--- config.mk ---
export PLATFORM = sky130hd
export DESIGN_NAME = alu_seq
export DESIGN_NICKNAME = d
export VERILOG_FILES = /design/src/rtl/alu_pkg.sv /design/src/rtl/alu_seq_muldiv.sv /design/src/rtl/alu_seq.sv
export SDC_FILE = /design/constraint.sdc
export NUM_CORES = 1
export LEC_CHECK = 0
export CAP_MARGIN = 40
export CORE_MARGIN = 2
export CORE_UTILIZATION = 29
export CTS_CLUSTER_DIAMETER = 30
export CTS_CLUSTER_SIZE = 8
export DETAILED_ROUTE_END_ITERATION = 12
export HOLD_SLACK_MARGIN = 0.05
export MAX_ROUTING_LAYER = met4
export PLACE_DENSITY = 0.47
export SYNTH_ARGS = -nofsm -noshare
export SYNTH_HDL_FRONTEND = slang
export SYNTH_SLANG_ARGS = --single-unit
--- constraint.sdc ---
create_clock -name clk -period 4.5 [get_ports clk]
set_input_delay 0.45 -clock clk [delete_from_list [all_inputs] [get_ports clk]]
set_output_delay 0.45 -clock clk [all_outputs]
set_load 0.01 [all_outputs]
--- src/rtl/alu_pkg.sv ---
// rtl/alu_pkg.sv - shared op encoding, FSM states and constants for alu_seq
package alu_pkg;

    // Codes 25..31 are unassigned and report err_o. LUI passes b; ADDR computes a + imm.
    typedef enum logic [4:0] {
        OP_ADD   = 5'd0,
        OP_SUB   = 5'd1,
        OP_SLL   = 5'd2,
        OP_SLT   = 5'd3,
        OP_SLTU  = 5'd4,
        OP_XOR   = 5'd5,
        OP_SRL   = 5'd6,
        OP_SRA   = 5'd7,
        OP_OR    = 5'd8,
        OP_AND   = 5'd9,
        OP_BEQ   = 5'd10,
        OP_BNE   = 5'd11,
        OP_BLT   = 5'd12,
        OP_BGE   = 5'd13,
        OP_BLTU  = 5'd14,
        OP_BGEU  = 5'd15,
        OP_LUI   = 5'd16,
        OP_ADDR  = 5'd17,
        OP_MUL   = 5'd18,
        OP_MULH  = 5'd19,
        OP_MULHU = 5'd20,
        OP_DIV   = 5'd21,
        OP_DIVU  = 5'd22,
        OP_REM   = 5'd23,
        OP_REMU  = 5'd24
    } op_e;

    typedef enum logic [1:0] {
        ST_IDLE = 2'd0,
        ST_ITER = 2'd1,
        ST_DONE = 2'd2
    } state_e;

    localparam int BR_OFFSET = 4;

    function automatic logic is_muldiv(input logic [4:0] op);
        return (op >= OP_MUL) && (op <= OP_REMU);
    endfunction

endpackage

--- src/rtl/alu_seq_muldiv.sv ---
// rtl/alu_seq_muldiv.sv - one-bit-per-cycle shift-add multiplier / restoring divider (ALU_SEQ_MULDIV_EN)
`ifdef ALU_SEQ_MULDIV_EN
module alu_seq_muldiv
    import alu_pkg::*;
#(
    parameter int XLEN = 32
) (
    input  logic            clk,
    input  logic            reset,
    input  logic            start_i,
    input  logic [4:0]      op_i,
    input  logic [XLEN-1:0] a_i,
    input  logic [XLEN-1:0] b_i,
    output logic            done_o,
    output logic [XLEN-1:0] result_o
);
    localparam int CW = $clog2(XLEN);

    logic            busy_q, busy_d;
    logic [CW-1:0]   cnt_q, cnt_d;
    logic [XLEN-1:0] hi_q, hi_d, lo_q, lo_d, opnd_q, opnd_d, a_q, a_d;
    logic [4:0]      op_q, op_d;
    logic            neg_q, neg_d, rneg_q, rneg_d, bz_q, bz_d;

    logic            signed_op, a_neg, b_neg, ge;
    logic [XLEN-1:0] a_mag, b_mag;
    logic [XLEN:0]   sum, sh;

    assign signed_op = (op_i == OP_MULH) || (op_i == OP_DIV) || (op_i == OP_REM);
    assign a_neg     = signed_op && a_i[XLEN-1];
    assign b_neg     = signed_op && b_i[XLEN-1];
    assign a_mag     = a_neg ? -a_i : a_i;
    assign b_mag     = b_neg ? -b_i : b_i;

    assign sum = {1'b0, hi_q} + (lo_q[0] ? {1'b0, opnd_q} : '0);
    assign sh  = {hi_q, lo_q[XLEN-1]};
    assign ge  = sh >= {1'b0, opnd_q};

    // The final step's outcome is visible through the _d values, so done_o marks that edge.
    assign done_o = busy_q && (cnt_q == CW'(XLEN - 1));

    always_comb begin
        busy_d = busy_q; cnt_d = cnt_q; hi_d = hi_q; lo_d = lo_q; opnd_d = opnd_q;
        a_d = a_q; op_d = op_q; neg_d = neg_q; rneg_d = rneg_q; bz_d = bz_q;
        if (start_i) begin
            busy_d = 1'b1;
            cnt_d  = '0;
            hi_d   = '0;
            op_d   = op_i;
            a_d    = a_i;
            neg_d  = a_neg ^ b_neg;
            rneg_d = a_neg;
            bz_d   = (b_i == '0);
            lo_d   = (op_i >= OP_DIV) ? a_mag : b_mag;
            opnd_d = (op_i >= OP_DIV) ? b_mag : a_mag;
        end else if (busy_q) begin
            if (op_q >= OP_DIV) begin
                hi_d = ge ? XLEN'(sh - {1'b0, opnd_q}) : sh[XLEN-1:0];
                lo_d = {lo_q[XLEN-2:0], ge};
            end else begin
                hi_d = sum[XLEN:1];
                lo_d = {sum[0], lo_q[XLEN-1:1]};
            end
            cnt_d = cnt_q + CW'(1);
            if (done_o) begin
                busy_d = 1'b0;
                cnt_d  = '0;
            end
        end
    end

    always_comb begin
        result_o = '0;
        case (op_q)
            OP_MUL:            result_o = lo_d;
            OP_MULH, OP_MULHU: result_o = XLEN'((neg_q ? -{hi_d, lo_d} : {hi_d, lo_d}) >> XLEN);
            OP_DIV, OP_DIVU:   result_o = bz_q ? '1 : (neg_q ? -lo_d : lo_d);
            OP_REM, OP_REMU:   result_o = bz_q ? a_q : (rneg_q ? -hi_d : hi_d);
            default:           result_o = '0;
        endcase
    end

    always_ff @(posedge clk or posedge reset) begin
        if (reset) begin
            busy_q <= 1'b0; cnt_q <= '0; hi_q <= '0; lo_q <= '0; opnd_q <= '0;
            a_q <= '0; op_q <= '0; neg_q <= 1'b0; rneg_q <= 1'b0; bz_q <= 1'b0;
        end else begin
            busy_q <= busy_d; cnt_q <= cnt_d; hi_q <= hi_d; lo_q <= lo_d; opnd_q <= opnd_d;
            a_q <= a_d; op_q <= op_d; neg_q <= neg_d; rneg_q <= rneg_d; bz_q <= bz_d;
        end
    end

endmodule
`endif

--- src/rtl/alu_seq.sv ---
// rtl/alu_seq.sv - sequential ALU with branch resolution; iterative mul/div under ALU_SEQ_MULDIV_EN
module alu_seq
    import alu_pkg::*;
#(
    parameter int XLEN = 32,
    parameter int SHW  = $clog2(XLEN)
) (
    input  logic            clk,
    input  logic            reset,
    input  logic            in_valid_i,
    output logic            in_ready_o,
    input  logic [4:0]      op_i,
    input  logic [XLEN-1:0] a_i,
    input  logic [XLEN-1:0] b_i,
    input  logic [XLEN-1:0] pc_i,
    input  logic [XLEN-1:0] imm_i,
    output logic            out_valid_o,
    input  logic            out_ready_i,
    output logic [XLEN-1:0] y_o,
    output logic            taken_o,
    output logic            err_o
);
    state_e          state_q, state_d;
    logic [XLEN-1:0] y_q, y_d;
    logic            taken_q, taken_d, err_q, err_d;

    logic            accept, is_br, br_cond, alu_err;
    logic [XLEN-1:0] alu_y;
    logic [SHW-1:0]  shamt;

    assign in_ready_o  = (state_q == ST_IDLE);
    assign out_valid_o = (state_q == ST_DONE);
    assign accept      = in_valid_i && in_ready_o;
    assign shamt       = b_i[SHW-1:0];
    assign y_o         = y_q;
    assign taken_o     = taken_q;
    assign err_o       = err_q;

`ifdef ALU_SEQ_MULDIV_EN
    logic            md_start, md_done;
    logic [XLEN-1:0] md_result;

    assign md_start = accept && is_muldiv(op_i);

    alu_seq_muldiv #(.XLEN(XLEN)) u_muldiv (
        .clk      (clk),
        .reset    (reset),
        .start_i  (md_start),
        .op_i     (op_i),
        .a_i      (a_i),
        .b_i      (b_i),
        .done_o   (md_done),
        .result_o (md_result)
    );
`endif

    always_comb begin
        alu_y   = '0;
        alu_err = 1'b0;
        is_br   = 1'b0;
        br_cond = 1'b0;
        case (op_i)
            OP_ADD:  alu_y = a_i + b_i;
            OP_SUB:  alu_y = a_i - b_i;
            OP_SLL:  alu_y = a_i << shamt;
            OP_SLT:  alu_y = {{(XLEN-1){1'b0}}, $signed(a_i) < $signed(b_i)};
            OP_SLTU: alu_y = {{(XLEN-1){1'b0}}, a_i < b_i};
            OP_XOR:  alu_y = a_i ^ b_i;
            OP_SRL:  alu_y = a_i >> shamt;
            OP_SRA:  alu_y = $unsigned($signed(a_i) >>> shamt);
            OP_OR:   alu_y = a_i | b_i;
            OP_AND:  alu_y = a_i & b_i;
            OP_BEQ:  begin is_br = 1'b1; br_cond = (a_i == b_i); end
            OP_BNE:  begin is_br = 1'b1; br_cond = (a_i != b_i); end
            OP_BLT:  begin is_br = 1'b1; br_cond = $signed(a_i) < $signed(b_i); end
            OP_BGE:  begin is_br = 1'b1; br_cond = $signed(a_i) >= $signed(b_i); end
            OP_BLTU: begin is_br = 1'b1; br_cond = a_i < b_i; end
            OP_BGEU: begin is_br = 1'b1; br_cond = a_i >= b_i; end
            OP_LUI:  alu_y = b_i;
            OP_ADDR: alu_y = a_i + imm_i;
`ifdef ALU_SEQ_MULDIV_EN
            OP_MUL, OP_MULH, OP_MULHU, OP_DIV, OP_DIVU, OP_REM, OP_REMU: alu_y = '0;
`endif
            default: alu_err = 1'b1;
        endcase
        if (is_br) begin
            alu_y = br_cond ? (pc_i + imm_i) : (pc_i + XLEN'(BR_OFFSET));
        end
    end

    always_comb begin
        state_d = state_q;
        y_d     = y_q;
        taken_d = taken_q;
        err_d   = err_q;
        case (state_q)
            ST_IDLE: begin
                if (accept) begin
                    state_d = ST_DONE;
                    y_d     = alu_y;
                    taken_d = is_br && br_cond;
                    err_d   = alu_err;
`ifdef ALU_SEQ_MULDIV_EN
                    if (md_start) state_d = ST_ITER;
`endif
                end
            end
`ifdef ALU_SEQ_MULDIV_EN
            ST_ITER: begin
                if (md_done) begin
                    state_d = ST_DONE;
                    y_d     = md_result;
                end
            end
`endif
            ST_DONE: begin
                // Handshake edge only returns to IDLE; acceptance resumes the following cycle.
                if (out_ready_i) state_d = ST_IDLE;
            end
            default: state_d = ST_IDLE;
        endcase
    end

    always_ff @(posedge clk or posedge reset) begin
        if (reset) begin
            state_q <= ST_IDLE;
            y_q     <= '0;
            taken_q <= 1'b0;
            err_q   <= 1'b0;
        end else begin
            state_q <= state_d;
            y_q     <= y_d;
            taken_q <= taken_d;
            err_q   <= err_d;
        end
    end

endmodule
# Yosys cells after proc, flatten, opt, wreduce, memory -nomap -nowiden
# Index checks and enable logic that the tools add are counted.
# W data, S select, Z words.
# classes
addsub	5
multipliers	0
n_div	0
magnitude_cmp	4
eq_ne	22
shift	3
mux	9
n_bitwise	3
reduce_logical	8
# ops
operator	count
$pmux W32 S12	1
$add A32 B32 Y32	3
$ge A32 B32 Y1	2
$lt A32 B32 Y1	2
$mux W32	2
$eq A5 B4 Y1 const B	8
$add A32 B3 Y32 const B	1
$and A32 B32 Y32	1
$eq A32 B32 Y1	1
$ne A32 B32 Y1	1
$or A32 B32 Y32	1
$shl A32 B5 Y32	1
$shr A32 B5 Y32	1
$sshr A32 B5 Y32	1
$sub A32 B32 Y32	1
$xor A32 B32 Y32	1
$eq A5 B3 Y1 const B	4
$reduce_or A18 Y1	1
$eq A5 B2 Y1 const B	2
$eq A5 B5 Y1 const B	2
$pmux W1 S6	1
$reduce_or A6 Y1	1
$eq A5 B1 Y1 const B	1
$logic_not A5 Y1	1
8 further kinds	13
# totals
ff_bits	36
latchBits	0
mem_bits_rw	0
mem_bits_ro	0
in_bits	137
output_inout_bits	36
wordCells	58
mem_count	0

# Depth between registers and ports, before layout
# Gate-level depths: netlist of run 1.
# depth
ltp_word	4
ltp_mapped	17
depth_no_buf	15

# Least setup slack after synthesis of run 1
# Ideal clock, no wire load.
# synth_path
kind	input port to flip-flop
from	input port op_i[2]
to	register y_q[31] (netlist: y_o[31])
setup_ps	136
t_arrival_ps	4053
t_required_ps	4364
slack_ps	311
cell_stages	16
path_buffers	2
path_cell_list	clkbuf_1 > nor2_1 > nand3_1 > clkbuf_1 > mux2_2 > ha_1 > o21a_1 > o211ai_1 > or4_1 > a21oi_1 > nor4_4 > o41ai_2 > o22ai_1 > mux2i_1 > a2111oi_0 > a31oi_1
# synth_via
elab_chain_len	4
word_cells_on_any_way	24
cone_classes	eq/ne (17); mux (5); reduce/logical (2)
# synth_rtl
element	line	source
start: declaration	alu_seq.sv:12	input logic [4:0] op_i,
$eq A5 B4 Y1	alu_seq.sv:62	case (op_i)
$pmux W1 S6 or $reduce_or A6 Y1 (tied branches)	n/a	
$mux W32 or $mux W1 (tied branches)	alu_seq.sv:87, alu_seq.sv:62	
$mux W32 (*)	alu_seq.sv:86	if (is_br) begin
end signal: assignment	alu_seq.sv:132	y_q <= y_d;
end: declaration	alu_seq.sv:24	logic [XLEN-1:0] y_q, y_d;
# Every way passes the cells marked *; elsewhere a longest branch is shown, timed or not.
# A chain may end at the register's enable or synchronous reset.

# Final worst setup path of run 1
# layout_path
from	input port imm_i[0]
to	register y_q[24] (netlist: y_o[24])
# layout_via
elab_chain_len	3
word_cells_on_any_way	5
cone_classes	add/sub (2); mux (3)
# layout_rtl
element	line	source
start: declaration	alu_seq.sv:16	input logic [XLEN-1:0] imm_i,
$add A32 B32 Y32 (on tied branches)	alu_seq.sv:80, alu_seq.sv:87	
$pmux W32 S12 or $mux W32 (tied branches)	alu_seq.sv:62, alu_seq.sv:87	
$mux W32 (*)	alu_seq.sv:86	
# Marked as above.

==> results.toml, run 1 <==
[clock_network]
cts_made_buffers = 5
cts_tree = "built"
cts.sink_count = 35
worstSkewPairLatency_ns = 0.30
clk_path_buf_depth = 2
htree_num_levels = 2
clkTransAtPathRegs_ns = 0.06
clockRootBuffer = "clkbuf_16"

[final_layout]
fin_cells = 2712
nets = 2416
drive_gt1_share_pct = 15.69
area_delta_synth_final_pct = 28.50
final_util_pct = 37.64

[drt]
dr.pass1.iters = 5
drt_wl_total_mm = 70.60
drc_errors = 0
wire_per_inst_um = 26.03
vias_per_cell = 5.803
vias = 15740
postRouteAntennaNets = 0
drt_iter0_drc = 1622

[placement]
dp.cells = 2702
place_congestion = 0.9851
port-buffer-count = 172
dp_hpwl_mm = 58.98

[global_route]
grt_first_pass_wirelength_mm = 102.7
grt_pass1_vias = 15270
track_usage_pct = 29.92
grt_max_degree = 76
antenna_found_initial = 2
grt.overflow.total = 0

[setup_path]
end_kind = "flop"
cp-start-kind = "input pin"
worstSetupPathType = "in -> reg"
crit_arrival_ns = 4.58
cp_max_fo = 4
critPathRequiredTime_ns = 4.73

[floorplanning]
num_rows = 78
die_w_um = 217.9
start_util_pct = 29.29
die_h_um = 217.9
core-area_um2 = 45280
ioPinCount = 173
dieArea_um2 = 47470

[logic_synthesis]
ys.warnings.count = 0
async_flop_share_pct = 100.0
synth_nets = 2148
syn_avg_cell_area_um2 = 7.205
syn_area_um2 = 13260
synth_cell_types = 89
ys_ff_latch = 35
synth_seq_area_share_pct = 6.603
synthCells = 1841
ys.flop_type = "dfrtp_1"
synth-edff-count = 0

[sta]
hold_viol = 0
worst-slew-pin-transition_ns = 0.8010
drv_slew = 0
min_period_over_period_pct = 96.56
whs_ns = 0.4841
slew-limit-headroom_pct = 45.92
clock_skew_ns = 0.004743
period_minus_slack_ns = 4.345
rsz0062_at_grt = "yes"
max_clock_freq_mhz = 230.1
setup_viol = 0

[pwr]
ir_drop_mv = 0.1138
finalPower_mw = 3.165
powerDensity_nw_per_um2 = 185.7
p_leak_nw = 7.275

[hold_path]
hold_class = "reg -> reg"

[job]
maxCapViolations = 0

[run_status]
status = "completed"
==> Yosys cell counts (34+ instances only) <==
master / number / area [um2]
a21oi_1: 196 / 980.9
a221oi_1: 34 / 297.8
clkbuf_1: 81 / 304.0
dfrtp_1: 35 / 875.8
ha_1: 167 / 2090
inv_1: 110 / 412.9
mux2_2: 51 / 574.3
mux2i_1: 66 / 660.6
nand2_1: 142 / 533.0
nand3_1: 42 / 210.2
nor2_1: 211 / 792.0
o211ai_1: 34 / 255.2
o21ai_0: 103 / 515.5
xnor2_1: 63 / 551.8
xor2_1: 42 / 367.9
==> cells by family (layout without fill, tap and decap cells) <==
| kind of cell | count (synthesis) | after routing | share of synthesized area (%) |
|---|---|---|---|
| DFF | 35 | 35 | 6.603 |
| muxes | 144 | 144 | 13.84 |
| other | 0 | 2 | 0 |
| buffers and inverters | 226 | 495 | 6.773 |
| and+or+nand+nor | 543 | 543 | 18.98 |
| adders and majority gates | 170 | 170 | 16.21 |
| xor gates and xnor gates | 105 | 105 | 6.933 |
| AOI/OAI and AO/OA | 618 | 618 | 30.67 |
==> placed cells by master, fill, tap and decap left out, types with 16 or more instances in the layout <==
cell type	instances
nor2_1	211
buf_4	196
a21oi_1	195
clkdlybuf4s50_1	168
ha_1	167
nand2_1	142
inv_1	109
o21ai_0	102
mux2i_1	66
xnor2_1	63
mux2_2	51
xor2_1	42
nand3_1	41
dfrtp_1	35
o211ai_1	34
a211oi_1	33
a221oi_1	33
nor3_1	31
a21o_1	30
mux4_2	26
a31oi_1	26
o221ai_1	18
nor2b_1	16
==> path summary, 6_finish.rpt <==
| kind | from | endpoint | slack (ns) | depth (start not counted) |
|---|---|---|---|---|
| setup / recovery | imm_i[0] | y_o[24] | 0.15 | 14 |
| max in group asynchronous | reset | y_o[2] | 3.53 | 3 |
| min in group asynchronous | reset | y_o[18] | 0.59 | 3 |
| hold / removal | taken_o | taken_o | 0.48 | 2 |
| hold reg to reg | taken_o | taken_o | 0.48 | 2 |
| setup reg to reg | state_q[1] | y_o[26] | 1.38 | 10 |
==> where the power goes <==
group	internal, mW	leakage [nW]	switching [mW]
clock	0.237	0.0772	0.159
combinational	1.01	6.79	1.31
sequential	0.393	0.410	0.0598
==> critical path, stage by stage <==
cell,delay [ns]
clkdlybuf4s50_1,0.60
ha_1,0.37
inv_1,0.10
fa_1,0.20
nand2b_1,0.15
a21oi_1,0.10
o311ai_0,0.73
a31oi_1,0.34
a21oi_1,0.55
a21oi_1,0.17
xor2_1,0.28
nor2_2,0.05
a211oi_1,0.29
o32a_1,0.20
==> timing repair <==
action                                  4_1_cts  5_1_grt
hold buffers                                  0        0
endpoints found under the setup margin        0       10
gates resized for setup                       0        5
setup buffers                                 0        0
==> through the flow <==
stage | setup slack (ns) | instance area (um2) | setup TNS (ns)
after floorplan | 0.3108 | 13260 | 0
after global placement | -0.2096 | 16820 | -0.7765
after detailed placement | -0.2282 | 16860 | -1.276
after CTS | 0.05840 | 17020 | 0
after global routing | -0.06929 | 17040 | -0.06929
final | 0.1547 | 17040 | 0
==> cell type report <==
cell class,instances,area (um2)
Clock buffer,8,156.4
Inverter,112,420.4
Multi-Input combinational cell,1580,11530
Timing Repair Buffer,375,3309
Fill cell,4935,28240
Sequential cell,35,875.8
Tap cell,600,750.7
Antenna cell,2,5.005
==> registers in the layout, indices dropped and copies added (netlist names) <==
signal and count:
err_o 1, y_o 32, state_q 1, taken_o 1
==> metal layers <==
metal / wire length, um / global-route usage (%) / part of all wire, %
met5: 0 / - / 0
met2: 33220 / 49.34 / 47
met3: 3939 / 3.194 / 5.6
met1: 30330 / 37.77 / 43
met4: 3112 / 10.88 / 4.4
Note: power is estimated with default switching activity, not from simulation.
==> run 2, diff against run 1 <==
CORE_UTILIZATION = 40   (was 29)
DONT_BUFFER_PORTS = 1   (was not set)
PLACE_DENSITY = 0.54   (was 0.47)
==> run 2 against run 1 <==
  * Non-clock buffer count down 340
  * Total power down 20%
  * Critical endpoint is now y_o[25]
  * Register-to-register slack worse by 0.15 ns
  * Clock skew up 0.0037 ns
  * Core utilization up 4.8 points
  * Clock power up 7.1%
  * Sequential power up 11%
  * Critical path depth up 1
  * Highest routed layer unchanged
  * Worst setup slack better by 0.28 ns
==> results.toml, run 2 (synthesis gave the netlist of run 1 again) <==
[run_status]
status = "completed"

[drt]
dr.pass1.iters = 6
wire_per_inst_um = 27.04
drt_wl_total_mm = 59.87
vias_per_cell = 6.472
vias = 14330
drc_errors = 0
postRouteAntennaNets = 0
drt_iter0_drc = 1462

[hold_path]
hold_class = "in -> async"

[floorplanning]
die_w_um = 186.1
num_rows = 66
die_h_um = 186.1
ioPinCount = 173
start_util_pct = 40.66
dieArea_um2 = 34630
core-area_um2 = 32620

[global_route]
grt_max_degree = 88
antenna_found_initial = 1
track_usage_pct = 34.62
grt.overflow.total = 0
grt_pass1_vias = 13500
grt_first_pass_wirelength_mm = 86.96

[placement]
dp_hpwl_mm = 48.27
place_ws_ns = 0.1691
place_congestion = 1.002
port-buffer-count = 0

[pwr]
powerDensity_nw_per_um2 = 183.4
ir_drop_mv = 0.1546
p_leak_nw = 5.774

[clock_network]
cts_tree = "built"
cts_made_buffers = 5
worstSkewPairLatency_ns = 0.29
htree_num_levels = 2
cts.sink_count = 35
cts_hold_buf = 0
clk_path_buf_depth = 2
clkTransAtPathRegs_ns = 0.06
clockRootBuffer = "clkbuf_16"
post-cts-setup-buffers = 0
ctsResizeCount = 0

[final_layout]
nets = 2076
fillers = 3450
layout_common_cells = "nor2_1, a21oi_1, ha_1, nand2_1, inv_1"
drive_gt1_share_pct = 8.870
layout_commonest_cell = "nor2_1"
largest_register_ffs = 32
final_util_pct = 42.42
area_delta_synth_final_pct = 4.330

[sta]
hold_viol = 0
drv_slew = 0
worst-slew-pin-transition_ns = 0.9490
slew-limit-headroom_pct = 36.31
min_period_over_period_pct = 90.43
period_minus_slack_ns = 4.069
fin_ws_ns = 0.4305
setup_tns_ns = 0
rsz0062_at_grt = "no"
setup_viol = 0
clock_skew_ns = 0.008477
max_clock_freq_mhz = 245.7

[setup_path]
worstSetupPathType = "in -> reg"
cp_max_fo = 25
cp-start-kind = "input pin"
critPathRequiredTime_ns = 4.67
crit_arrival_ns = 4.24
end_kind = "flop"

[job]
maxCapViolations = 0
[run 2: cell count changes in the layout (fill, tap and decap cells not counted), sizes merged]
cell           change
buf              -172
bufinv             +1
clkbuf             -2
clkdlybuf4s50    -168
clkinv             +1
[run 2: worst paths after layout]
kind | startpoint | to | slack [ns] | cells after the start
setup / recovery | op_i[0] | y_o[25] | 0.43 | 15
hold / removal | reset | y_o[18] | 0.17 | 2
setup reg to reg | state_q[1] | y_o[26] | 1.23 | 9
hold reg to reg | err_o | err_o | 0.57 | 2
max in group asynchronous | reset | y_o[26] | 3.97 | 2
min in group clk | out_ready_i | state_q[1] | 0.26 | 1
[run 2: per-layer routing]
| metal | routed length (um) | global-route usage [%] | part of all wire (%) |
|---|---|---|---|
| met5 | 0 | - | 0 |
| met4 | 2211 | 11.31 | 3.7 |
| met3 | 4679 | 4.872 | 7.8 |
| met2 | 27860 | 56.13 | 47 |
| met1 | 25120 | 44.32 | 42 |
[run 2: power breakdown]
part | switching, mW | total [mW] | internal (mW)
clock | 0.148 | 0.424 | 0.276
combinational | 0.965 | 1.61 | 0.644
sequential | 0.112 | 0.505 | 0.393
total | 1.22 | 2.54 | 1.31
[run 2: layout make-up]
| type | count | area (um2) | area share, % |
|---|---|---|---|
| antenna | 2 | 5.005 | 0.03617 |
| clock buffer | 6 | 138.9 | 1.004 |
| clock inverter | 2 | 35.03 | 0.2532 |
| inverter | 112 | 420.4 | 3.038 |
| multi-input combinational | 1580 | 11510 | 83.16 |
| sequential | 35 | 875.8 | 6.329 |
| tap | 442 | 553.0 | 3.996 |
| timing repair buffer | 35 | 302.8 | 2.188 |
[run 2: critical path, cell delays in order]
cell	delay [ns]
nor2b_1	0.13
nand3_2	0.09
buf_12	0.19
mux2_2	0.38
ha_1	0.32
a2111oi_0	0.40
o21ai_0	0.19
a31oi_2	0.35
a21oi_1	0.20
nor4_4	0.47
o21ai_1	0.20
nand4_1	0.15
mux2i_1	0.19
o32ai_1	0.11
o32a_1	0.37
[run 2: per-stage QoR]
| stage | std cells | power [mW] | hold slack [ns] | cell area (um2) |
|---|---|---|---|---|
| floorplan | 1841 | 1.675 | 0.5162 | 13260 |
| global placement | 2202 | 2.083 | 0.4841 | 13630 |
| detailed placement | 2204 | 2.083 | 0.4986 | 13660 |
| CTS | 2212 | 2.520 | 0.1855 | 13830 |
| global route | 2214 | 2.710 | 0.2309 | 13840 |
| finish | 2214 | 2.538 | 0.1695 | 13840 |
